<file path="src/rtl/ctrl_pkg.sv">
// Shared controller constants: RAM geometry for the upsampler datapath.
package ctrl;
    parameter int DATA_RAM_ADDRESS_WIDTH = 8;
endpackage

</file>
<file path="src/rtl/ctrl_seq_if.sv">
// Sequencer bus: sample handshake, instruction fetch path and MAC datapath strobes.
// master = sequencer side, slave = sample source / memories / datapath side.
interface ctrl_seq_if #(
    parameter int IAWIDTH = 6,
    parameter int DAWIDTH = ctrl::DATA_RAM_ADDRESS_WIDTH
);
    logic               sample_valid;
    logic               sample_ready;
    logic [IAWIDTH-1:0] imem_addr;
    logic               fetch;
    logic               lstg_f;
    logic               upse_f;
    logic [DAWIDTH-1:0] data_lptr;
    logic [DAWIDTH-1:0] data_uptr;
    logic [DAWIDTH-1:0] coef_ptr;
    logic [DAWIDTH-1:0] data_addr;
    logic [DAWIDTH-1:0] coef_addr;
    logic               acc_clr;
    logic               mac_en;
    logic               store_en;
    logic               out_valid;
    logic               done;
    logic               prog_err;

    modport master (
        input  sample_valid, lstg_f, upse_f, data_lptr, data_uptr, coef_ptr,
        output sample_ready, imem_addr, fetch, data_addr, coef_addr,
               acc_clr, mac_en, store_en, out_valid, done, prog_err
    );

    modport slave (
        output sample_valid, lstg_f, upse_f, data_lptr, data_uptr, coef_ptr,
        input  sample_ready, imem_addr, fetch, data_addr, coef_addr,
               acc_clr, mac_en, store_en, out_valid, done, prog_err
    );
endinterface

</file>
<file path="src/rtl/ctrl_seq.sv">
// Upsampler program sequencer: 4 cycles from sample accept to first mac_en, taps+4 per vector.
// Backpressure: sample_ready only in IDLE; the producer holds sample_valid until accepted.
module ctrl_seq #(
    parameter int IAWIDTH = 6,
    parameter int DAWIDTH = ctrl::DATA_RAM_ADDRESS_WIDTH
) (
    input  logic       clk,
    input  logic       rst,
    ctrl_seq_if.master bus
);
    typedef enum logic [2:0] {IDLE, IREQ, FETCH, LOAD, MAC, STORE, DONE} state_t;

    localparam logic [IAWIDTH-1:0] PC_LAST = '1;

    state_t             state;
    logic [IAWIDTH-1:0] pc;
    logic [DAWIDTH-1:0] data_addr;
    logic [DAWIDTH-1:0] coef_addr;
    logic               sample_ready;
    logic               fetch;
    logic               acc_clr;
    logic               mac_en;
    logic               store_en;
    logic               out_valid;
    logic               done;
    logic               prog_err;

    // Strobes are set on the transition into the state they belong to, so each
    // one is a flop output that is high exactly while that state is current.
    always_ff @(posedge clk or negedge rst) begin
        if (!rst) begin
            state        <= IDLE;
            pc           <= '0;
            data_addr    <= '0;
            coef_addr    <= '0;
            sample_ready <= 1'b0;
            fetch        <= 1'b0;
            acc_clr      <= 1'b0;
            mac_en       <= 1'b0;
            store_en     <= 1'b0;
            out_valid    <= 1'b0;
            done         <= 1'b0;
            prog_err     <= 1'b0;
        end else begin
            fetch     <= 1'b0;
            acc_clr   <= 1'b0;
            mac_en    <= 1'b0;
            store_en  <= 1'b0;
            out_valid <= 1'b0;
            done      <= 1'b0;
            case (state)
                IDLE: begin
                    if (bus.sample_valid && sample_ready) begin
                        state        <= IREQ;
                        pc           <= '0;
                        prog_err     <= 1'b0;
                        sample_ready <= 1'b0;
                    end else begin
                        sample_ready <= 1'b1;
                    end
                end
                IREQ: begin
                    state <= FETCH;
                    fetch <= 1'b1;
                end
                FETCH: begin
                    state   <= LOAD;
                    acc_clr <= 1'b1;
                end
                LOAD: begin
                    data_addr <= bus.data_lptr;
                    coef_addr <= bus.coef_ptr;
                    mac_en    <= 1'b1;
                    state     <= MAC;
                end
                MAC: begin
                    if (data_addr == bus.data_uptr) begin
                        state     <= STORE;
                        store_en  <= 1'b1;
                        out_valid <= bus.upse_f;
                    end else begin
                        // natural wrap of the adders gives the ring segment when lptr > uptr
                        data_addr <= data_addr + 1'b1;
                        coef_addr <= coef_addr + 1'b1;
                        mac_en    <= 1'b1;
                    end
                end
                STORE: begin
                    if (bus.lstg_f) begin
                        state <= DONE;
                        done  <= 1'b1;
                    end else if (pc == PC_LAST) begin
                        prog_err <= 1'b1;
                        state    <= DONE;
                        done     <= 1'b1;
                    end else begin
                        pc    <= pc + 1'b1;
                        state <= IREQ;
                    end
                end
                DONE: begin
                    pc           <= '0;
                    state        <= IDLE;
                    sample_ready <= 1'b1;
                end
                default: state <= IDLE;
            endcase
        end
    end

    assign bus.sample_ready = sample_ready;
    assign bus.imem_addr    = pc;
    assign bus.fetch        = fetch;
    assign bus.data_addr    = data_addr;
    assign bus.coef_addr    = coef_addr;
    assign bus.acc_clr      = acc_clr;
    assign bus.mac_en       = mac_en;
    assign bus.store_en     = store_en;
    assign bus.out_valid    = out_valid;
    assign bus.done         = done;
    assign bus.prog_err     = prog_err;
endmodule
</file>
<file path="src/flat_wrapper.sv">
// flat-port wrapper written by rule: the top's interface ports become plain ports
module ctrl_seq_flat 
#(
    parameter int IAWIDTH = 6,
    parameter int DAWIDTH = ctrl::DATA_RAM_ADDRESS_WIDTH
)
  (clk, rst, bus_sample_valid, bus_lstg_f, bus_upse_f, bus_data_lptr, bus_data_uptr, bus_coef_ptr, bus_sample_ready, bus_imem_addr, bus_fetch, bus_data_addr, bus_coef_addr, bus_acc_clr, bus_mac_en, bus_store_en, bus_out_valid, bus_done, bus_prog_err);
  ctrl_seq_if #(.IAWIDTH(IAWIDTH), .DAWIDTH(DAWIDTH)) bus_i ();
  input  logic clk;
  input  logic rst;
  input wire logic [$bits(bus_i.sample_valid)-1:0] bus_sample_valid;
  input wire logic [$bits(bus_i.lstg_f)-1:0] bus_lstg_f;
  input wire logic [$bits(bus_i.upse_f)-1:0] bus_upse_f;
  input wire logic [$bits(bus_i.data_lptr)-1:0] bus_data_lptr;
  input wire logic [$bits(bus_i.data_uptr)-1:0] bus_data_uptr;
  input wire logic [$bits(bus_i.coef_ptr)-1:0] bus_coef_ptr;
  output wire logic [$bits(bus_i.sample_ready)-1:0] bus_sample_ready;
  output wire logic [$bits(bus_i.imem_addr)-1:0] bus_imem_addr;
  output wire logic [$bits(bus_i.fetch)-1:0] bus_fetch;
  output wire logic [$bits(bus_i.data_addr)-1:0] bus_data_addr;
  output wire logic [$bits(bus_i.coef_addr)-1:0] bus_coef_addr;
  output wire logic [$bits(bus_i.acc_clr)-1:0] bus_acc_clr;
  output wire logic [$bits(bus_i.mac_en)-1:0] bus_mac_en;
  output wire logic [$bits(bus_i.store_en)-1:0] bus_store_en;
  output wire logic [$bits(bus_i.out_valid)-1:0] bus_out_valid;
  output wire logic [$bits(bus_i.done)-1:0] bus_done;
  output wire logic [$bits(bus_i.prog_err)-1:0] bus_prog_err;
  assign bus_i.sample_valid = bus_sample_valid;
  assign bus_i.lstg_f = bus_lstg_f;
  assign bus_i.upse_f = bus_upse_f;
  assign bus_i.data_lptr = bus_data_lptr;
  assign bus_i.data_uptr = bus_data_uptr;
  assign bus_i.coef_ptr = bus_coef_ptr;
  assign bus_sample_ready = bus_i.sample_ready;
  assign bus_imem_addr = bus_i.imem_addr;
  assign bus_fetch = bus_i.fetch;
  assign bus_data_addr = bus_i.data_addr;
  assign bus_coef_addr = bus_i.coef_addr;
  assign bus_acc_clr = bus_i.acc_clr;
  assign bus_mac_en = bus_i.mac_en;
  assign bus_store_en = bus_i.store_en;
  assign bus_out_valid = bus_i.out_valid;
  assign bus_done = bus_i.done;
  assign bus_prog_err = bus_i.prog_err;
  ctrl_seq #(.IAWIDTH(IAWIDTH), .DAWIDTH(DAWIDTH)) u_core (.clk(clk), .rst(rst), .bus(bus_i));
endmodule
</file>
<file path="config.mk">
export PLATFORM = sky130hd
export DESIGN_NAME = ctrl_seq_flat
export DESIGN_NICKNAME = d
export VERILOG_FILES = /design/src/rtl/ctrl_pkg.sv /design/src/rtl/ctrl_seq_if.sv /design/src/rtl/ctrl_seq.sv /design/src/flat_wrapper.sv
export SDC_FILE = /design/constraint.sdc
export NUM_CORES = 1
export LEC_CHECK = 0
export ABC_AREA = 1
export CAP_MARGIN = 20
export CORE_ASPECT_RATIO = 0.6
export CORE_UTILIZATION = 45
export DETAILED_ROUTE_END_ITERATION = 7
export PLACE_DENSITY = 0.84
export SYNTH_ARGS = -nofsm -noshare
export SYNTH_HDL_FRONTEND = slang
export SYNTH_SLANG_ARGS = --single-unit
</file>
<file path="constraint.sdc">
create_clock -name clk -period 3.9 [get_ports clk]
set_input_delay 1.17 -clock clk [delete_from_list [all_inputs] [get_ports clk]]
set_output_delay 1.17 -clock clk [all_outputs]
set_load 0.03 [all_outputs]
</file>
# Yosys cells after proc, flatten, opt, wreduce, memory -nomap -nowiden
# Index checks and enable logic that the tools add are counted.
# classes
addsub	3
reduce_logical	10
eq_ne	14
n_mux	30
# op_table
op	n
case mux 8 bit (2 select lines)	2
two-way mux 6 bit	3
case mux 3 bit (6 select lines)	1
case mux 6 bit (3 select lines)	1
adder 8 x 1 -> 8 bit (second input constant)	2
two-way mux 8 bit	2
two-way mux 1 bit	14
two-way mux 3 bit	4
== test 3 bit (second input constant)	3
== test 8 bit	1
AND reduction 4 bit	2
adder 6 x 1 -> 6 bit (second input constant)	1
== test 3 x 2 -> 1 bit (second input constant)	2
== test 6 bit (second input constant)	1
!= test 2 x 1 -> 1 bit (second input constant)	3
!= test 2 bit (second input constant)	3
case mux 1 bit (2 select lines)	3
nonzero test 2 bit	3
AND reduction 2 bit	2
== test 3 x 1 -> 1 bit (second input constant)	1
logical NOT 3 bit	1
nonzero test 3 bit	1
logical AND 1 bit	1
# totals
input_bits	29
reg_bits	33
output_inout_bits	30
word_cells	69

# Logic depth before layout (Yosys ltp)
# depth
depth_word	4
depth_mapped	11
ltp_nobuf	10

# Worst setup path before layout
# Ideal clock, no wire load.
# synth_timing
path_type	in2reg
from	input bus_data_uptr[0]
to	register u_core.coef_addr[0] (netlist: u_core.bus.coef_addr[0])
setup_ps	118
path_buffers	1
arrival_time_ps	1959
setup_slack_ps	1823
required_ps	3782
stages	9
path_cell_list	xnor2_1 -> nand2_1 -> nor2_1 -> nand2_2 -> nand2_4 -> nand2_4 -> buf_6 -> nand2_1 -> nand2_1
# synth_via
elab_chain_cells	3
# synth_lines
element	line_no	source
from (decl)	flat_wrapper.sv:15	input wire logic [$bits(bus_i.data_uptr)-1:0] bus_data_uptr;
== test 8 bit	ctrl_seq.sv:77	if (data_addr == bus.data_uptr) begin
!= test 2 bit (no source line)	n/a	
AND reduction 2 bit (no source line)	n/a	
to (signal assigned)	ctrl_seq.sv:72	coef_addr <= bus.coef_ptr;
to (signal assigned)	ctrl_seq.sv:84	coef_addr <= coef_addr + 1'b1;
to (decl)	ctrl_seq.sv:18	logic [DAWIDTH-1:0] coef_addr;
# Every way passes these cells.
# A chain may end at the register's enable or synchronous reset.

# Final worst setup path
# layout_timing
from	register u_core.data_addr[3] (netlist: u_core.bus.data_addr[3])
to	output bus_data_addr[3]
# layout_lines
element	line_no	source
from (decl)	ctrl_seq.sv:17	logic [DAWIDTH-1:0] data_addr;
from (signal assigned)	ctrl_seq.sv:71	data_addr <= bus.data_lptr;
from (signal assigned)	ctrl_seq.sv:83	data_addr <= data_addr + 1'b1;
to (decl)	flat_wrapper.sv:20	output wire logic [$bits(bus_i.data_addr)-1:0] bus_data_addr;
# No word-level cell between the ends.

==> results.py <==
metrics = {
    "critical_path": {
        "crit_cells": 1,
        "cp_top_family": "buffers and inverters",
        "critPathMaxFanout": 8,
        "r2r-end": "u_core.bus.coef_addr[2]$_DFFE_PN0P_",
        "crit_buf_inv": 1,
        "required_ps": 2730,
        "crit_end": "bus_data_addr[3]",
        "timing.rr.start": "u_core.state[1]$_DFFE_PN0P_",
        "reg2reg_depth": 8,
        "cp_cell_sequence": "clkdlybuf4s50_1",
        "critPathCaptureType": "primary output",
        "r2r_slack_ps": 2130,
        "slowest_delay_ps": 740,
        "crit_arrival_ps": 1570,
        "crit_path_start_kind": "flip-flop",
        "path_class": "reg -> out",
        "startpoint": "u_core.bus.data_addr[3]$_DFFE_PN0P_",
        "cp_slowest_cell": "clkdlybuf4s50_1",
    },
    "synth": {
        "synth_top_family_by_area": "simple AND/OR/NAND/NOR gates",
        "yosysUniqueCellTypes": 33,
        "yosys.area_share.xor_xnor_pct": 4.52,
        "syn_nets": 310,
        "synthCells": 278,
        "synth_edf_count": 0,
        "synth_mux_area_share_pct": 0,
        "avgSynthCellArea_um2": 7.57,
        "synth_top_area_share_pct": 39.2,
        "ys_seq_elements": 33,
        "synth_compound_area_share_pct": 5.11,
        "synth-simple-area-share_pct": 43.0,
        "yosysWarnings": 0,
        "synth_area_mm2": 0.00210,
        "synth.most_common_cell": "nand2_1",
        "synthTopCellsByArea": "dfrtp_1 39%, nand2_1 19%, nand3_1 7.1%",
        "ys_seq_area_share_pct": 39.2,
        "yosys.area.top_type": "dfrtp_1",
        "ys.flop_type": "dfrtp_1",
        "synthArstFlopShare_pct": 100,
        "synthAdderAreaFrac_pct": 1.78,
        "synth_common_cells": "109 x nand2_1, 33 x dfrtp_1, 30 x nand3_1, 15 x inv_1, 15 x nor2_1",
    },
    "power": {
        "switchingPower_w": 0.00104,
        "switching_share_pct": 47.7,
        "internal_power_w": 0.00114,
        "power_frac_comb_pct": 54.1,
        "p_seq_share_pct": 30.3,
        "irDropWorstVdd_mv": 0.448,
        "clockPowerShare_pct": 15.6,
        "power_leakage_nw": 1.37,
        "powerDensity_mw_per_mm2": 765,
    },
    "grt": {
        "track_usage_pct": 22.5,
        "grt_util_met3_pct": 5.60,
        "met2_usage_pct": 33.1,
        "antenna_found_initial": 0,
        "grt_pass1_wl_um": 8400,
        "overflow": 0,
        "groute.layer.met1.usage_pct": 32.1,
        "grt_pass1_vias": 1751,
        "top_usage_layer": "met2",
        "grt_max_degree": 34,
    },
    "layout": {
        "diodes": 0,
        "fin_nets": 369,
        "area_growth_syn_to_layout_pct": 34.8,
        "nFillCells": 344,
        "drive_above_1_share_pct": 10.9,
        "layout.cells.non_filler": 398,
    },
    "sta": {
        "relSlewSlack_pct": 70.5,
        "fin_setup_tns_ps": 0,
        "drv_slew": 0,
        "fin_crit_sh_pct": 70.3,
        "setup_viol": 0,
        "worst_pin_slew_ps": 442,
        "layout_min_cycle_time_ps": 2740,
        "rsz0062_at_grt": "false",
        "fin_worst_skew_ps": 5.99,
        "max_freq_mhz": 365,
        "hold_violations": 0,
    },
    "clock_tree": {
        "cts_tree": "done",
        "cts_setup_buffers": 0,
        "cts-resized-gates": 0,
        "cts.sinks": 33,
        "cts_buffers": 5,
        "cts_buffer_depth": 2,
        "insertion_delay_ps": 290,
        "root_buffer": "clkbuf_8",
        "cts_hold_buf": 0,
        "clk_pin_slew_worst_paths_ps": 70,
        "cts_max_level": 2,
    },
    "floorplanning": {
        "initial_core_util_pct": 48.9,
        "ioPinCount": 59,
        "core_area_mm2": 0.00430,
        "die_w_um": 90.3,
        "die_area_mm2": 0.00496,
        "fp.dieH_um": 55.0,
        "rows": 18,
    },
    "placement": {
        "dpl.hpwl_um": 3740,
        "dp_cells": 390,
        "routabilityCongestion": 0.838,
        "portBuffers": 58,
    },
    "drt": {
        "postRouteAntennaNets": 0,
        "dr.pass1.iters": 4,
        "routed_wl_um": 5280,
        "drtIter0Drc": 169,
        "vias": 2047,
        "avgRoutedWirePerCell_um": 13.3,
        "drt-vias-per-instance": 5.14,
        "drcViolationCount": 0,
    },
    "hold_path": {
        "hold_path.class": "reg -> reg",
    },
    "run": {
        "maxCapViolations": 0,
    },
    "outcome": {
        "status": "complete, no violations",
    },
}
-- registers in the layout, summed over array words and instances (netlist names) --
| signal | cells |
|---|---|
| u_core.bus.acc_clr | 1 |
| u_core.bus.coef_addr | 8 |
| u_core.bus.data_addr | 8 |
| u_core.bus.done | 1 |
| u_core.bus.fetch | 1 |
| u_core.bus.imem_addr | 6 |
| u_core.bus.mac_en | 1 |
| u_core.bus.out_valid | 1 |
| u_core.bus.prog_err | 1 |
| u_core.bus.sample_ready | 1 |
| u_core.bus.store_en | 1 |
| u_core.state | 3 |
-- how the worst min path moves through the flow --
stage	slack, ps	cells past startpoint	to	from
2_1_floorplan	520	1	u_core.bus.fetch$_DFF_PN0_	u_core.state[1]$_DFFE_PN0P_
6_report	540	2	u_core.bus.prog_err$_DFFE_PN0P_	u_core.bus.prog_err$_DFFE_PN0P_
5_1_grt	570	2	u_core.bus.prog_err$_DFFE_PN0P_	u_core.bus.prog_err$_DFFE_PN0P_
3_5_place_dp	540	2	u_core.bus.prog_err$_DFFE_PN0P_	u_core.bus.prog_err$_DFFE_PN0P_
4_1_cts	550	2	u_core.bus.prog_err$_DFFE_PN0P_	u_core.bus.prog_err$_DFFE_PN0P_
3_3_place_gp	530	2	u_core.bus.imem_addr[1]$_DFFE_PN0P_	u_core.bus.imem_addr[1]$_DFFE_PN0P_
-- stage by stage --
step / power (W) / util (%) / setup slack, ps / hold slack, ps / area (um2)
final: 0.00217 / 66.0 / 1160 / 539 / 2840
after global routing: 0.00232 / 66.0 / 1110 / 575 / 2840
after CTS: 0.00218 / 66.0 / 1150 / 547 / 2840
after detailed placement: 0.00183 / 63.3 / 1130 / 538 / 2720
after global placement: 0.00180 / 63.3 / 1170 / 528 / 2720
after floorplan: 0.00145 / - / 1820 / 517 / 2100
-- power groups by stage --
stage               Clock [W]  Sequential, W  Combinational [W]
floorplan                   0       0.000823           0.000628
global route         0.000356       0.000677            0.00129
CTS                  0.000343       0.000654            0.00118
global placement            0       0.000651            0.00115
detailed placement          0       0.000658            0.00117
finish               0.000339       0.000657            0.00118
-- routing by layer --
metal / part of all wire [%] / up-vias
li1: - / 1012
met1: 48 / 931
met2: 41 / 95
met3: 9.3 / 9
met4: 1.3 / 0
met5: 0 / -
-- placed cells by master, fill, tap and decap left out, drive strengths merged --
cell type and n:
a21boi 1, a21oi 1, buf 1, bufinv 1, clkbuf 7, clkdlybuf4s50 58
dfrtp 33, ha 3, inv 21, nand2 120, nand3 32, nand4 7
nor2 19, nor3 4, nor3b 1, o21ai 13, o21bai 3, or2 2
or3 1, xnor2 6, xor2 4
-- kinds of logic after synthesis --
group / Yosys count
buffers and inverters: 28
flip-flops: 33
AO/OA/AOI/OAI: 18
XOR/XNOR: 10
adder cells (fa/ha/maj): 3
AND/OR/NAND/NOR: 186
-- worst min-delay path: stages, from the launching register on --
cell	delay, ps
dfrtp_1	390
inv_1	60
o21ai_1	60
-- area by class of cell --
type	count	area, um2	area share, %
Clock buffer	7	86.3	3.04
Clock inverter	1	30.0	1.06
Inverter	21	86.3	3.04
Multi-Input combinational cell	217	1150	40.4
Sequential cell	33	826	29.1
Tap cell	60	75.1	2.65
Timing Repair Buffer	59	588	20.7
No activity file was read; power rests on OpenSTA's default activity.
